$ cat src/rtl/cpu_pkg.sv
// Shared types and constants for the CPU phase sequencer.
package cpu_pkg;

    typedef enum logic [1:0] {
        IDLE   = 2'd0,
        RUN    = 2'd1,
        STEP   = 2'd2,
        HALTED = 2'd3
    } state_t;

    localparam logic [2:0] PH_INST_ADDR  = 3'd0;
    localparam logic [2:0] PH_INST_FETCH = 3'd1;
    localparam logic [2:0] PH_INST_LOAD  = 3'd2;
    localparam logic [2:0] PH_IDLE       = 3'd3;
    localparam logic [2:0] PH_OP_ADDR    = 3'd4;
    localparam logic [2:0] PH_OP_FETCH   = 3'd5;
    localparam logic [2:0] PH_ALU_OP     = 3'd6;
    localparam logic [2:0] PH_STORE      = 3'd7;

    localparam logic [2:0] HLT = 3'd0;
    localparam logic [2:0] SKZ = 3'd1;
    localparam logic [2:0] ADD = 3'd2;
    localparam logic [2:0] AND = 3'd3;
    localparam logic [2:0] XOR = 3'd4;
    localparam logic [2:0] LDA = 3'd5;
    localparam logic [2:0] STO = 3'd6;
    localparam logic [2:0] JMP = 3'd7;

    // True while an instruction is being executed (continuous or single step)
    function automatic logic is_active(state_t s);
        return (s == RUN) || (s == STEP);
    endfunction

endpackage

$ cat src/rtl/cpu_phase_sequencer_if.sv
// Control/status bundle between the sequencer and the instruction-cycle controller.
interface cpu_phase_sequencer_if #(
    parameter int IW   = 8,
    parameter int OPW  = 3,
    parameter int CNTW = 16
);
    logic              run;
    logic              step;
    logic              halt;
    logic              ld_ir;
    logic [IW-1:0]     instr_in;
    logic [IW-1:0]     ac_in;
    logic [2:0]        phase;
    logic [OPW-1:0]    opcode;
    logic [IW-OPW-1:0] operand;
    logic              zero;
    logic              running;
    logic              halted;
    logic [CNTW-1:0]   instr_count;

    modport slave (
        input  run, step, halt, ld_ir, instr_in, ac_in,
        output phase, opcode, operand, zero, running, halted, instr_count
    );

    modport master (
        output run, step, halt, ld_ir, instr_in, ac_in,
        input  phase, opcode, operand, zero, running, halted, instr_count
    );
endinterface

$ cat src/rtl/cpu_phase_counter.sv
// 3-bit instruction phase counter with enable, synchronous clear and wrap pulse.
module cpu_phase_counter
    import cpu_pkg::*;
(
    input  logic       clk,
    input  logic       rst,
    input  logic       i_en,
    input  logic       i_clr,
    output logic [2:0] o_phase,
    output logic       o_wrap
);

    logic [2:0] r_phase;

    // Phase register: clear wins over advance; natural 3-bit rollover gives 7->0
    always_ff @(posedge clk or posedge rst) begin
        if (rst) begin
            r_phase <= PH_INST_ADDR;
        end else if (i_clr) begin
            r_phase <= PH_INST_ADDR;
        end else if (i_en) begin
            r_phase <= r_phase + 3'd1;
        end
    end

    assign o_phase = r_phase;
    assign o_wrap  = i_en && !i_clr && (r_phase == PH_STORE);

endmodule

$ cat src/rtl/cpu_phase_sequencer.sv
// Phase sequencer: run/step/halt control, instruction register and retired-instruction count.
module cpu_phase_sequencer
    import cpu_pkg::*;
#(
    parameter int IW   = 8,
    parameter int OPW  = 3,
    parameter int CNTW = 16
) (
    input  logic                  clk,
    input  logic                  rst,
    cpu_phase_sequencer_if.slave  bus
);

    state_t          r_state;
    state_t          w_state_nxt;
    logic            r_run_d;
    logic [IW-1:0]   r_ir;
    logic [CNTW-1:0] r_instr_count;
    logic [2:0]      w_phase;
    logic            w_ph_en;
    logic            w_ph_clr;
    logic            w_ph_wrap;
    logic            w_run_rise;

    assign w_run_rise = bus.run && !r_run_d;

    cpu_phase_counter u_phase_counter (
        .clk     (clk),
        .rst     (rst),
        .i_en    (w_ph_en),
        .i_clr   (w_ph_clr),
        .o_phase (w_phase),
        .o_wrap  (w_ph_wrap)
    );

    // State register plus previous run sample used for restart-from-halt edge detect
    always_ff @(posedge clk or posedge rst) begin
        if (rst) begin
            r_state <= IDLE;
            r_run_d <= 1'b0;
        end else begin
            r_state <= w_state_nxt;
            r_run_d <= bus.run;
        end
    end

    // Next state and phase counter control; halt freezes phase on the edge it is seen
    always_comb begin
        w_state_nxt = r_state;
        w_ph_en     = 1'b0;
        w_ph_clr    = 1'b0;
        case (r_state)
            IDLE: begin
                if (bus.run) begin
                    w_state_nxt = RUN;
                end else if (bus.step) begin
                    w_state_nxt = STEP;
                end
            end
            RUN: begin
                if (bus.halt) begin
                    w_state_nxt = HALTED;
                end else begin
                    w_ph_en = 1'b1;
                    // run dropping only takes effect once the current instruction retires
                    if ((w_phase == PH_STORE) && !bus.run) begin
                        w_state_nxt = IDLE;
                    end
                end
            end
            STEP: begin
                if (bus.halt) begin
                    w_state_nxt = HALTED;
                end else begin
                    w_ph_en = 1'b1;
                    if (w_phase == PH_STORE) begin
                        w_state_nxt = IDLE;
                    end
                end
            end
            HALTED: begin
                // a run level held through the halt must not restart the CPU
                if (w_run_rise) begin
                    w_ph_clr    = 1'b1;
                    w_state_nxt = RUN;
                end else if (bus.step) begin
                    w_ph_clr    = 1'b1;
                    w_state_nxt = STEP;
                end
            end
            default: begin
                w_state_nxt = IDLE;
            end
        endcase
    end

    // Instruction register loads only while executing; a coincident halt still lets it load
    always_ff @(posedge clk or posedge rst) begin
        if (rst) begin
            r_ir <= '0;
        end else if (is_active(r_state) && bus.ld_ir) begin
            r_ir <= bus.instr_in;
        end
    end

    // Retired-instruction counter, free-running modulo 2^CNTW
    always_ff @(posedge clk or posedge rst) begin
        if (rst) begin
            r_instr_count <= '0;
        end else if (w_ph_wrap) begin
            r_instr_count <= r_instr_count + 1'b1;
        end
    end

    assign bus.phase       = w_phase;
    assign bus.opcode      = r_ir[IW-1 -: OPW];
    assign bus.operand     = r_ir[IW-OPW-1:0];
    assign bus.zero        = (bus.ac_in == '0);
    assign bus.running     = is_active(r_state);
    assign bus.halted      = (r_state == HALTED);
    assign bus.instr_count = r_instr_count;

endmodule
$ cat src/flat_wrapper.sv
// flat-port wrapper written by rule: the top's interface ports become plain ports
module cpu_phase_sequencer_flat import cpu_pkg::*;
#(
    parameter int IW   = 8,
    parameter int OPW  = 3,
    parameter int CNTW = 16
)
  (clk, rst, bus_run, bus_step, bus_halt, bus_ld_ir, bus_instr_in, bus_ac_in, bus_phase, bus_opcode, bus_operand, bus_zero, bus_running, bus_halted, bus_instr_count);
  cpu_phase_sequencer_if #(.IW(IW), .OPW(OPW), .CNTW(CNTW)) bus_i ();
  input  logic clk;
  input  logic rst;
  input wire logic [$bits(bus_i.run)-1:0] bus_run;
  input wire logic [$bits(bus_i.step)-1:0] bus_step;
  input wire logic [$bits(bus_i.halt)-1:0] bus_halt;
  input wire logic [$bits(bus_i.ld_ir)-1:0] bus_ld_ir;
  input wire logic [$bits(bus_i.instr_in)-1:0] bus_instr_in;
  input wire logic [$bits(bus_i.ac_in)-1:0] bus_ac_in;
  output wire logic [$bits(bus_i.phase)-1:0] bus_phase;
  output wire logic [$bits(bus_i.opcode)-1:0] bus_opcode;
  output wire logic [$bits(bus_i.operand)-1:0] bus_operand;
  output wire logic [$bits(bus_i.zero)-1:0] bus_zero;
  output wire logic [$bits(bus_i.running)-1:0] bus_running;
  output wire logic [$bits(bus_i.halted)-1:0] bus_halted;
  output wire logic [$bits(bus_i.instr_count)-1:0] bus_instr_count;
  assign bus_i.run = bus_run;
  assign bus_i.step = bus_step;
  assign bus_i.halt = bus_halt;
  assign bus_i.ld_ir = bus_ld_ir;
  assign bus_i.instr_in = bus_instr_in;
  assign bus_i.ac_in = bus_ac_in;
  assign bus_phase = bus_i.phase;
  assign bus_opcode = bus_i.opcode;
  assign bus_operand = bus_i.operand;
  assign bus_zero = bus_i.zero;
  assign bus_running = bus_i.running;
  assign bus_halted = bus_i.halted;
  assign bus_instr_count = bus_i.instr_count;
  cpu_phase_sequencer #(.IW(IW), .OPW(OPW), .CNTW(CNTW)) u_core (.clk(clk), .rst(rst), .bus(bus_i));
endmodule
$ cat config.mk
export PLATFORM = sky130hd
export DESIGN_NAME = cpu_phase_sequencer_flat
export DESIGN_NICKNAME = d
export VERILOG_FILES = /design/src/rtl/cpu_pkg.sv /design/src/rtl/cpu_phase_sequencer_if.sv /design/src/rtl/cpu_phase_counter.sv /design/src/rtl/cpu_phase_sequencer.sv /design/src/flat_wrapper.sv
export SDC_FILE = /design/constraint.sdc
export NUM_CORES = 1
export LEC_CHECK = 0
export ABC_CLOCK_PERIOD_IN_PS = 2700
export CAP_MARGIN = 20
export CORE_AREA = 5 5 71 73
export DETAILED_ROUTE_END_ITERATION = 10
export DIE_AREA = 0 0 76 78
export HOLD_SLACK_MARGIN = 0.05
export MAX_ROUTING_LAYER = met4
export PLACE_DENSITY = 0.65
export SYNTH_ARGS = -nofsm -noshare
export SYNTH_HDL_FRONTEND = slang
export SYNTH_SLANG_ARGS = --single-unit
export TNS_END_PERCENT = 50
$ cat constraint.sdc
create_clock -name clk -period 2.7 [get_ports clk]
set_input_delay 0.27 -clock clk [delete_from_list [all_inputs] [get_ports clk]]
set_output_delay 0.27 -clock clk [all_outputs]
set_load 0.02 [all_outputs]
After elaboration in Yosys (flattened, before gate mapping)
Index checks and enable logic that the tools add are counted.
{"block": "totals", "reg_bits": 30, "wordCells": 42, "out_inout_bits": 30, "inputBits": 22}
{"block": "op_classes", "n_reduce_logical": 14, "n_mux": 15, "addsub": 2, "eq_ne": 6}
{"cell": "16-bit by 1-bit adder with 16-bit output (second input constant)", "count": 1}
{"cell": "2-bit two-way mux", "count": 7}
{"cell": "8-bit zero test", "count": 1}
{"cell": "2-bit one-hot mux with 4 select lines", "count": 1}
{"cell": "3-bit two-way mux", "count": 2}
{"cell": "3-bit by 2-bit != test with 1-bit output (second input constant)", "count": 2}
{"cell": "1-bit logical AND", "count": 5}
{"cell": "1-bit two-way mux", "count": 5}
{"cell": "2-bit equality test (second input constant)", "count": 2}
{"cell": "3-bit by 1-bit adder with 3-bit output (second input constant)", "count": 1}
{"cell": "3-bit equality test (second input constant)", "count": 1}
{"cell": "1-bit zero test", "count": 3}
{"cell": "2-bit by 1-bit equality test with 1-bit output (second input constant)", "count": 1}
{"cell": "2-bit zero test", "count": 1}
{"cell": "2-bit AND reduction", "count": 1}
{"cell": "2-bit nonzero test", "count": 1}
{"cell": "2-bit OR reduction", "count": 1}
{"cell": "1-bit logical OR", "count": 1}

Logic depth before layout (Yosys ltp)
{"block": "logic_depth", "depth_word": 7, "ltp_mapped": 8, "depth_no_buf": 7}

Cells and area by module
A second synthesis with hierarchy kept.
{"block": "hier_totals", "cells_unflattened": 121, "area_unflattened_um2": 1442.6}
{"mod": "cpu_phase_sequencer", "instances": 1, "seq_area_each_um2": 675.6, "cells_each": 107, "area_each_um2": 1291.2}
{"mod": "cpu_phase_counter", "instances": 1, "seq_area_each_um2": 75.1, "cells_each": 14, "area_each_um2": 151.4}

Worst setup path before layout
OpenSTA, ideal clock, no wires.
{"block": "synth_path", "path_kind": "register -> register", "startpoint": "register u_core.r_state[0]", "endpoint": "register u_core.r_instr_count[8], in the netlist u_core.bus.instr_count[8]", "t_arrival_ns": 1.665, "setup_slack_ns": 0.902, "setup_time_ns": 0.133, "t_required_ns": 2.567, "path_stages_with_launch": 9, "path_buffers": 1, "period_less_slack_ns": 1.798, "path_cell_list": "dfrtp_1 -> inv_1 -> ha_1 -> and2b_1 -> buf_6 -> nand3_2 -> nor2_4 -> nand4_1 -> xnor2_1"}
{"block": "synth_between", "elab_chain_cells": 5}
{"element": "from (decl)", "line_no": "cpu_phase_sequencer.sv:14", "rtl": "state_t r_state;"}
{"element": "from (signal assigned)", "line_no": "cpu_phase_sequencer.sv:42", "rtl": "r_state <= w_state_nxt;"}
{"element": "2-bit equality test or 2-bit by 1-bit equality test with 1-bit output (tied branches)", "line_no": "cpu_phase_sequencer.sv:52", "rtl": "case (r_state)"}
{"element": "2-bit OR reduction (no source line) or 1-bit two-way mux (tied branches)"}
{"element": "1-bit two-way mux or 1-bit zero test (tied branches)"}
{"element": "1-bit logical AND * (2 in a row)", "line_no": "cpu_phase_counter.sv:27", "rtl": "assign o_wrap = i_en && !i_clr && (r_phase == PH_STORE);"}
{"element": "to (signal assigned)", "line_no": "cpu_phase_sequencer.sv:111", "rtl": "r_instr_count <= r_instr_count + 1'b1;"}
{"element": "to (decl)", "line_no": "cpu_phase_sequencer.sv:18", "rtl": "logic [CNTW-1:0] r_instr_count;"}
Every way passes the cells marked *; elsewhere a longest branch is shown, timed or not.
A chain may end at the register's enable or synchronous reset.

Worst setup path in the final report
{"block": "layout_path", "startpoint": "input bus_ac_in[5]", "endpoint": "output bus_zero"}
{"block": "layout_between", "elab_chain_cells": 1}
{"element": "from (decl)", "line_no": "flat_wrapper.sv:17", "rtl": "input wire logic [$bits(bus_i.ac_in)-1:0] bus_ac_in;"}
{"element": "8-bit zero test", "line_no": "cpu_phase_sequencer.sv:118", "rtl": "assign bus.zero = (bus.ac_in == '0);"}
{"element": "to (decl)", "line_no": "flat_wrapper.sv:21", "rtl": "output wire logic [$bits(bus_i.zero)-1:0] bus_zero;"}
No other way between the ends.

==> metrics <==
status=complete, no violations; biggest area consumer among synthesized cells=dfrtp_1; Setup Buffers After CTS=0; met3 usage=0.02778; Req. time, crit path=~2400 ps; Mapped Area=1468 um2; via/cell ratio=~5; final hold slack=393.3 ps; DIE AREA=around 5900 um2; vias in the first global route=approximately 1300; Mapped Cells=129; row count=24; Post-DP Area=~2000 um2; top-count cell post-synth=dfrtp_1; reg-to-reg startpoint=u_core.r_state[0]; global-route wire length before repair=approximately 5700 um; measured slew at the worst slew-check pin=379.2 ps; CTS hold repair buffers=0; Syn Nets=158; share of the synthesized area in the top cell type=0.5115; core area=about 4300 um2; layout net count=~220; initial cell density of the core=0.3418; FF+latch area=approximately 750 um2; Rel. slew slack=0.7472; syn avg cell area=between 10 and 15 um2; RSZ-0062 raised after global routing=no; GP Congestion=0.7896; WS Path Type=primary input to output port; GRT Total Usage=0.1211; DR iter-0 viols=46; Die Y=78 um; sequential fraction of the synthesis area=0.5115; Filler Cell Count=404; Worst setup EP type=output port; Crit Path Max Fanout=1; boundary pin count=52; met2 Use GR=0.2098; largest net degree at the start of global routing=31; Vias=roughly 1200; multi-input logic area=around 700 um2; Ys Warns=0; GR Util met1=0.1335; Distinct cells, synth=30; CTS root buf=clkbuf_8; gr busiest metal=met2; Static Leak=roughly 0.00093 uW; DRC viols=0; Final Setup Violations=0; ANT cells=0; crit share post-route=0.8046; final wirelength=3349 um; CTS tree=yes; clock buffer depth=2; port buffer count=between 50 and 60; critical path arrival=about 1900 ps; Fmax achieved=approximately 460 MHz; Final Hold Violating Endpoints=0; dominant synthesized flop cell=dfrtp_1; maxcap violations=0; DR pass1 iterations=4; Commonest cells post-synth=30 x dfrtp_1, 14 x nor2_1, 12 x xnor2_1; total power=around 1800 uW; Post-synth EDFFs=0; Worst Setup SP=bus_ac_in[5]; layout cell share with drive strength beyond 1=0.1277; FFs w/ async S/R, synth=1.000; H-tree Lvls=2; Fin Setup TNS=0 ps; Final Max Slew Viols=0; fin area=2131 um2; Worst-path clk slew=60 ps; crit path launch type=primary input; Synth Register Bits=30; CTS resizes=0; Post-DP HPWL=2629 um; DR WL/cell=13.95 um; Die W=roughly 76 um; Max IR drop VDD=0.4817 mV; worst clock skew=4.979 ps; antenna violations before repair=0; synthesis-to-finish area growth=45.18%; total grt overflow=0; fin crit period=2172 ps; CTS Buf Count=5; clock net sink count=30; pwr dens=slightly below 900 nW/um2; Min-Delay Path Class=primary input to asynchronous set/reset pin; Worst-Skew Late Latency=270 ps; synth top area cells=dfrtp_1 51%, xnor2_1 7.2%, mux2_2 6.9%; Final ANT Viol Nets=0
==> per-layer routing <==
metal / wire length [um] / part of all wire
met4: 44 / 0.013
met1: 1399 / 0.42
met5: 0 / 0
met2: 1770 / 0.53
met3: 134 / 0.040
==> flip-flops by register name, indices dropped and copies added (netlist names) <==
signal                          cells
u_core.r_run_d                      1
u_core.bus.instr_count             16
u_core.r_state                      2
u_core.r_ir                         8
u_core.u_phase_counter.o_phase      3
==> cell type report <==
type                       count  share of cell area
sequential                    30              0.3523
multi-input combinational     92              0.3206
timing repair buffer          52              0.2431
clock buffer                   7             0.04052
tap                           52             0.03053
clock inverter                 1            0.002349
inverter                       6             0.01057
==> placed cells by master (no fill, tap or decap), types with 2 or more instances in the layout <==
| master | n |
|---|---|
| a21oi_1 | 4 |
| clkbuf_8 | 6 |
| clkdlybuf4s50_1 | 51 |
| dfrtp_1 | 30 |
| ha_1 | 7 |
| inv_1 | 6 |
| mux2_2 | 9 |
| mux2i_1 | 2 |
| nand2_1 | 9 |
| nand3_1 | 7 |
| nand4_1 | 5 |
| nor2_1 | 14 |
| o21ai_0 | 2 |
| or4_1 | 2 |
| xnor2_1 | 12 |
| xor2_1 | 4 |
==> worst max-delay path, stage by stage <==
cell	delay, ps
clkdlybuf4s50_1	400
or4_1	510
nor2_1	110
clkdlybuf4s50_1	610
==> final timing paths <==
path | endpoint | slack (ps) | cells after the start
max reg2reg | u_core.bus.instr_count[7] | 740 | 6
min reg2reg | u_core.bus.instr_count[15] | 470 | 1
min | u_core.bus.instr_count[5] | 390 | 3
max in group asynchronous | u_core.bus.instr_count[13] | 2020 | 3
max | bus_zero | 530 | 4
min in group clk | u_core.bus.instr_count[15] | 470 | 1
==> cells by family (layout without fill, tap and decap cells) <==
group / count (synthesis) / in the layout / synth area share
and+or+nand+nor: 47 / 47 / 0.1799
DFF: 30 / 30 / 0.5115
xor gates and xnor gates: 16 / 16 / 0.09548
AOI/OAI and AO/OA: 11 / 11 / 0.04774
muxes: 11 / 11 / 0.08270
adders and majority gates: 7 / 7 / 0.05967
buffers and inverters: 7 / 66 / 0.02302
==> stage by stage <==
stage,std cells,utilization,worst slack (ps)
after floorplan,129,-,902.1
after global placement,232,0.4749,544.8
after detailed placement,232,0.4749,508.2
after CTS,240,0.4962,509.6
after global routing,240,0.4962,420.4
final,240,0.4962,527.6
==> power by group <==
| group | leakage, uW | internal, uW | total [uW] | switching [uW] |
|---|---|---|---|---|
| clock network | 0.0000482 | 205 | 359 | 154 |
| registers | 0.000386 | 563 | 638 | 74.8 |
| logic | 0.000498 | 422 | 850 | 427 |
Power figures use the tool's default switching activity.
==> variant 1, RTL diff (same flow settings) <==
`IW` is set to 8 in 3 places; all go to 10.
--- a/src/rtl/cpu_phase_sequencer_if.sv
+++ b/src/rtl/cpu_phase_sequencer_if.sv
@@ -2,3 +2,3 @@
 interface cpu_phase_sequencer_if #(
-    parameter int IW   = 8,
+    parameter int IW   = 10,
     parameter int OPW  = 3,
--- a/src/rtl/cpu_phase_sequencer.sv
+++ b/src/rtl/cpu_phase_sequencer.sv
@@ -4,3 +4,3 @@
 #(
-    parameter int IW   = 8,
+    parameter int IW   = 10,
     parameter int OPW  = 3,
--- a/src/flat_wrapper.sv
+++ b/src/flat_wrapper.sv
@@ -3,3 +3,3 @@
 #(
-    parameter int IW   = 8,
+    parameter int IW   = 10,
     parameter int OPW  = 3,
Interface: changed (resized bus_ac_in, bus_instr_in and bus_operand); port bits go from 52 to 58. No check against the original RTL was run, so the function may have changed too.
==> variant 1 against the original RTL <==
  * Combinational power up 12%
  * Area after synthesis up 14%
  * Worst setup slack worse by 0.15 ns
  * Sequential cell count up 2
  * Count of clock-buffer cells in the layout unchanged
  * Hold slack worse by 0.025 ns
  * Final area up 14%
  * Routed wire length up 12%
  * Power up 16%
  * Critical endpoint unchanged
==> variant 1: results (changes against the original RTL) <==
* Pre-antenna DRT Iters at 4 (unchanged)
* Post-Synth Adder-Cell Area at 5.255% (-0.71 points)
* Worst Path Arrival at 2.05 ns (+0.15 ns)
* DRT iter0 DRCs at 51 (+11%)
* Synth Area in Compound Gates at 3.904% (-0.87 points)
* Total track usage at 13.62% (+1.5 points)
* DP Worst Slack at 0.3493 ns (-0.1589 ns)
* Mean post-synth cell area at 11.82 µm² (+3.9%)
* Post-CTS Setup Repair Bufs at 0 (unchanged)
* Largest net degree at the start of global routing at 33 (+6.5%)
* HPWL after DPL at 2.935 mm (+12%)
* First-pass GRT wire length at 6.437 mm (+12%)
* Internal at 1.421 mW (+19%)
* Wirelength per Cell at 14.56 µm (+4.4%)
* Clock net power at 0.502 mW (+40%)
* Register area share after synthesis at 48.05% (-3.1 points)
* Max-slew headroom at 71.79% (-2.9 points)
* Leak pwr at 1.099 nW (+18%)
* Hold Slack at 0.3683 ns (-0.02502 ns)
* Mux share of post-synthesis cell area at 8.859% (+0.59 points)
* # fillers at 368 (-8.9%)
* Max Buffers Root-to-Sink at 2 (unchanged)
* # resized after CTS at 0 (unchanged)
* Dominant cells by area after synthesis: dfrtp_1 48%, xor2_1 7.4%, mux2_2 6.8%, ha_1 5.3%, nor3_2 4.8%
* Pwr top: combinational cells
* Hold Crit Class: primary input to async pin
* Port bufs at 57 (+12%)
* Cell Pwr Density at 886.8 nW/µm² (+2.4%)
* Yosys cell types at 35 (+17%)
* Peak supply drop at 519.7 µV (+7.9%)
* Max Clock Skew at 0.008760 ns (+0.003782 ns)
* R2r endpoint: u_core.bus.instr_count[1]
* Vias in the first global route at 1403 (+11%)
* Dpl cells at 250 (+7.8%)
* Layout Cells excl Fill at 258 (+7.5%)
* Fraction of layout cells with a size suffix above 1 at 17.48% (+4.7 points)
* Xor and xnor fraction of the mapped netlist area at 8.408% (-1.1 points)
* Critical Path Max Stage Delay at 0.66 ns (+0.05 ns)
* CP delay by family, top: buffers and inverters
* Placer congestion estimate at 0.8599 (+8.9%)
* Reg2reg setup slack at 0.69 ns (-0.05 ns)
* # nets final at 238 (+10%)
* Synth cell count leaders: 32 x dfrtp_1, 14 x xor2_1, 11 x nand2_1
* Status: completed
* Syn nets at 174 (+10%)
* Drt via density at 5.031 (+2.5%)
* Comb. pwr at 0.955 mW (+12%)
* Fmax at 430.6 MHz (-6.5%)
* Placed Area at 2298 µm² (+13%)
-- variant 1: cell types whose count changed in the layout (fill, tap and decap cells not counted), moves of 5 or more --
cell	unedited run	this run
xnor2_1	12	2
nor2_1	14	8
nor3_2	0	8
clkdlybuf4s50_1	51	57
nand3_1	7	2
xor2_1	4	14
-- variant 1: routing by layer --
metal	global-route usage [%]	share of wire [%]	up-vias
met5	-	0	-
met4	7.117	2.2	0
met3	3.009	5.4	7
met2	23.03	52	42
met1	14.95	40	627
li1	-	-	622
-- variant 1: layout make-up --
class,count,area [µm²],area share [%]
multi-input combinational,100,817.0,33.69
sequential,32,800.8,33.02
timing repair buffer,60,593.1,24.46
clock buffer,7,96.34,3.973
tap,52,65.06,2.683
clock inverter,1,30.03,1.238
inverter,6,22.52,0.9288
==> variant 2, RTL diff (same flow settings) <==
Without the edit above. Make the reset (`rst`) synchronous in 4 clocked blocks.
--- a/src/rtl/cpu_phase_counter.sv
+++ b/src/rtl/cpu_phase_counter.sv
@@ -15,3 +15,3 @@
     // Phase register: clear wins over advance; natural 3-bit rollover gives 7->0
-    always_ff @(posedge clk or posedge rst) begin
+    always_ff @(posedge clk) begin
         if (rst) begin
--- a/src/rtl/cpu_phase_sequencer.sv
+++ b/src/rtl/cpu_phase_sequencer.sv
@@ -36,3 +36,3 @@
     // State register plus previous run sample used for restart-from-halt edge detect
-    always_ff @(posedge clk or posedge rst) begin
+    always_ff @(posedge clk) begin
         if (rst) begin
@@ -97,3 +97,3 @@
     // Instruction register loads only while executing; a coincident halt still lets it load
-    always_ff @(posedge clk or posedge rst) begin
+    always_ff @(posedge clk) begin
         if (rst) begin
@@ -106,3 +106,3 @@
     // Retired-instruction counter, free-running modulo 2^CNTW
-    always_ff @(posedge clk or posedge rst) begin
+    always_ff @(posedge clk) begin
         if (rst) begin
Function: differs if rst is asserted again (counterexample within 4 cycles, from zero or initial values and one cycle with rst high); with rst held inactive, the same outputs for 10 cycles.
==> variant 2 against the original RTL <==
  * Final area up 1.4%
  * Area after synthesis grew 3.8%
  * Clock skew about the same
  * Critical endpoint is now u_core.bus.instr_count[15]
  * Sequential cell count unchanged
  * Via count rose by 26%
  * Final cell count is 18% higher
  * Worst setup slack worse by 0.091 ns
  * Routed wire length increased by 12%
Power is not compared: it rests on default switching activity, and its combinational part moved more than twofold at a synthesized area within 25%.
==> variant 2: results (changes against the original RTL) <==
* Status: completed
* Later-pin clock latency in the skew report at 0.27 ns (about the same)
* Fraction of layout cells with a size suffix above 1 at 5.652% (-7.1 points)
* CTS Buf Count at 5 (unchanged)
* Placed Area at 2069 µm² (+1.5%)
* Final wirelength at 3.755 mm (+12%)
* HPWL after DPL at 2.795 mm (+6.3%)
* Fin crit share at 83.84% (+3.4 points)
* Max Buffers Root-to-Sink at 2 (unchanged)
* Synth Warn # at 0 (unchanged)
* Asr flop ratio synth at 0% (-100 points)
* Peak supply drop at 402.9 µV
* DP Worst Slack at 0.4831 ns (-0.02506 ns)
* DRT iter0 DRCs at 57 (+24%)
* Initial antenna violation count at 0 (unchanged)
* # fillers at 434 (+7.4%)
* Syn nets at 207 (+31%)
* Slowest cell on the critical path: or4_1
* Ys flop type: dfxtp_1
* Ant. Diodes at 0 (unchanged)
* First-pass GRT wire length at 6.430 mm (+12%)
* DR vias at 1490 (+26%)
* Vias in the first global route at 1382 (+8.9%)
* Max-slew headroom at 68.10% (-6.6 points)
* Hold Crit Class: flop to flop
* Max Clock Skew at 0.004911 ns (-0.00006750 ns)
* Worst-path fanout max at 12 (+11)
* Total track usage at 13.30% (+1.2 points)
* Yosys cell types at 35 (+17%)
* Pre-antenna DRT Iters at 4 (unchanged)
* Max reg flops at 16 (unchanged)
* Critical Path Max Stage Delay at 0.57 ns (-0.04 ns)
* Dominant cells by area after synthesis: dfxtp_1 39%, a21oi_1 8.5%, or4_1 6.4%, ha_1 5.7%, o31ai_1 5.4%
* Clock slew at reported path FFs at 0.06 ns (about the same)
* Post-CTS Setup Repair Bufs at 0 (unchanged)
* Leak pwr at 0.7261 nW
* # resized after CTS at 0 (unchanged)
* CTS Root Cell: clkbuf_8
* Register area share after synthesis at 39.41% (-12 points)
* # H-tree levels at 2 (unchanged)
* Largest net degree at the start of global routing at 18 (-42%)
* Placer congestion estimate at 0.7680 (-2.7%)
* Port bufs at 51 (unchanged)
* Reg2reg setup slack at 0.44 ns (-0.30 ns)
* Worst Path Arrival at 2.47 ns (+0.57 ns)
* # nets final at 258 (+19%)
* Synth cell count leaders: 30 x dfxtp_1, 26 x a21oi_1, 15 x nand2_1
-- variant 2: changes by cell type after synthesis, moves of 5 or more --
cell,delta
nand3_1,+7
clkbuf_1,+5
o31ai_1,+11
nor2_1,-6
dfrtp_1,-30
dfxtp_1,+30
a21oi_1,+22
mux2_2,-9
or4_1,+11
nand2_1,+6
xnor2_1,-10
-- variant 2: worst max-delay path: cells and delay by family, from the launching register on --
family                     cells  cell delay [ns]
and+or+nand+nor                3             1.15
adders and majority gates      1             0.42
DFF                            1             0.40
AOI/OAI and AO/OA              1             0.14
buffers and inverters          1             0.09
-- variant 2: final cells by class --
type	count	area, µm²	share of cell area, %
Multi-Input combinational cell	134	859.6	39.78
Sequential cell	30	600.6	27.79
Timing Repair Buffer	53	525.5	24.32
Clock buffer	7	86.33	3.995
Tap cell	52	65.06	3.011
Inverter	5	18.77	0.8686
Clock inverter	1	5.005	0.2316
-- variant 2: logic make-up (layout without fill, tap and decap cells) --
kind of cell	Yosys count	after routing	synth area share, %
AND/OR/NAND/NOR	73	73	28.65
AO/OA/AOI/OAI	50	50	19.54
flip-flops	30	30	39.41
buffers and inverters	14	66	4.186
adder cells (fa/ha/maj)	7	7	5.747
XOR/XNOR	2	2	1.150
multiplexers	2	2	1.314
-- variant 2: path summary, 6_finish.rpt --
path | to | start | cells past startpoint
worst min-delay path | u_core.r_ir[7] | u_core.r_ir[7] | 2
worst min register to register | u_core.r_ir[7] | u_core.r_ir[7] | 2
worst max-delay path | u_core.bus.instr_count[15] | u_core.r_state[1] | 6
worst max register to register | u_core.bus.instr_count[15] | u_core.r_state[1] | 6
-- variant 2: power breakdown --
group          leakage [nW]  switching, mW  internal [mW]  total (mW)
registers             0.243         0.0201          0.472       0.492
logic                 0.435          0.161          0.147       0.308
clock network        0.0482          0.160          0.205       0.365
total                 0.726          0.341          0.824        1.16
-- variant 2: layer usage --
metal  track usage (%)  part of all wire, %
met1             16.88                   47
met2             19.43                   45
met3             5.671                  7.8
met4             3.203                 0.48
met5                 -                    0
-- variant 2: metrics by stage --
step	cells	utilization (%)	hold WS (ns)	power (mW)
global route	282	50.32	0.4850	1.241
floorplan	178	-	0.3982	0.6844
global placement	274	48.19	0.4428	0.8117
detailed placement	274	48.19	0.4488	0.8115
finish	282	50.32	0.4520	1.165
CTS	282	50.32	0.4573	1.180
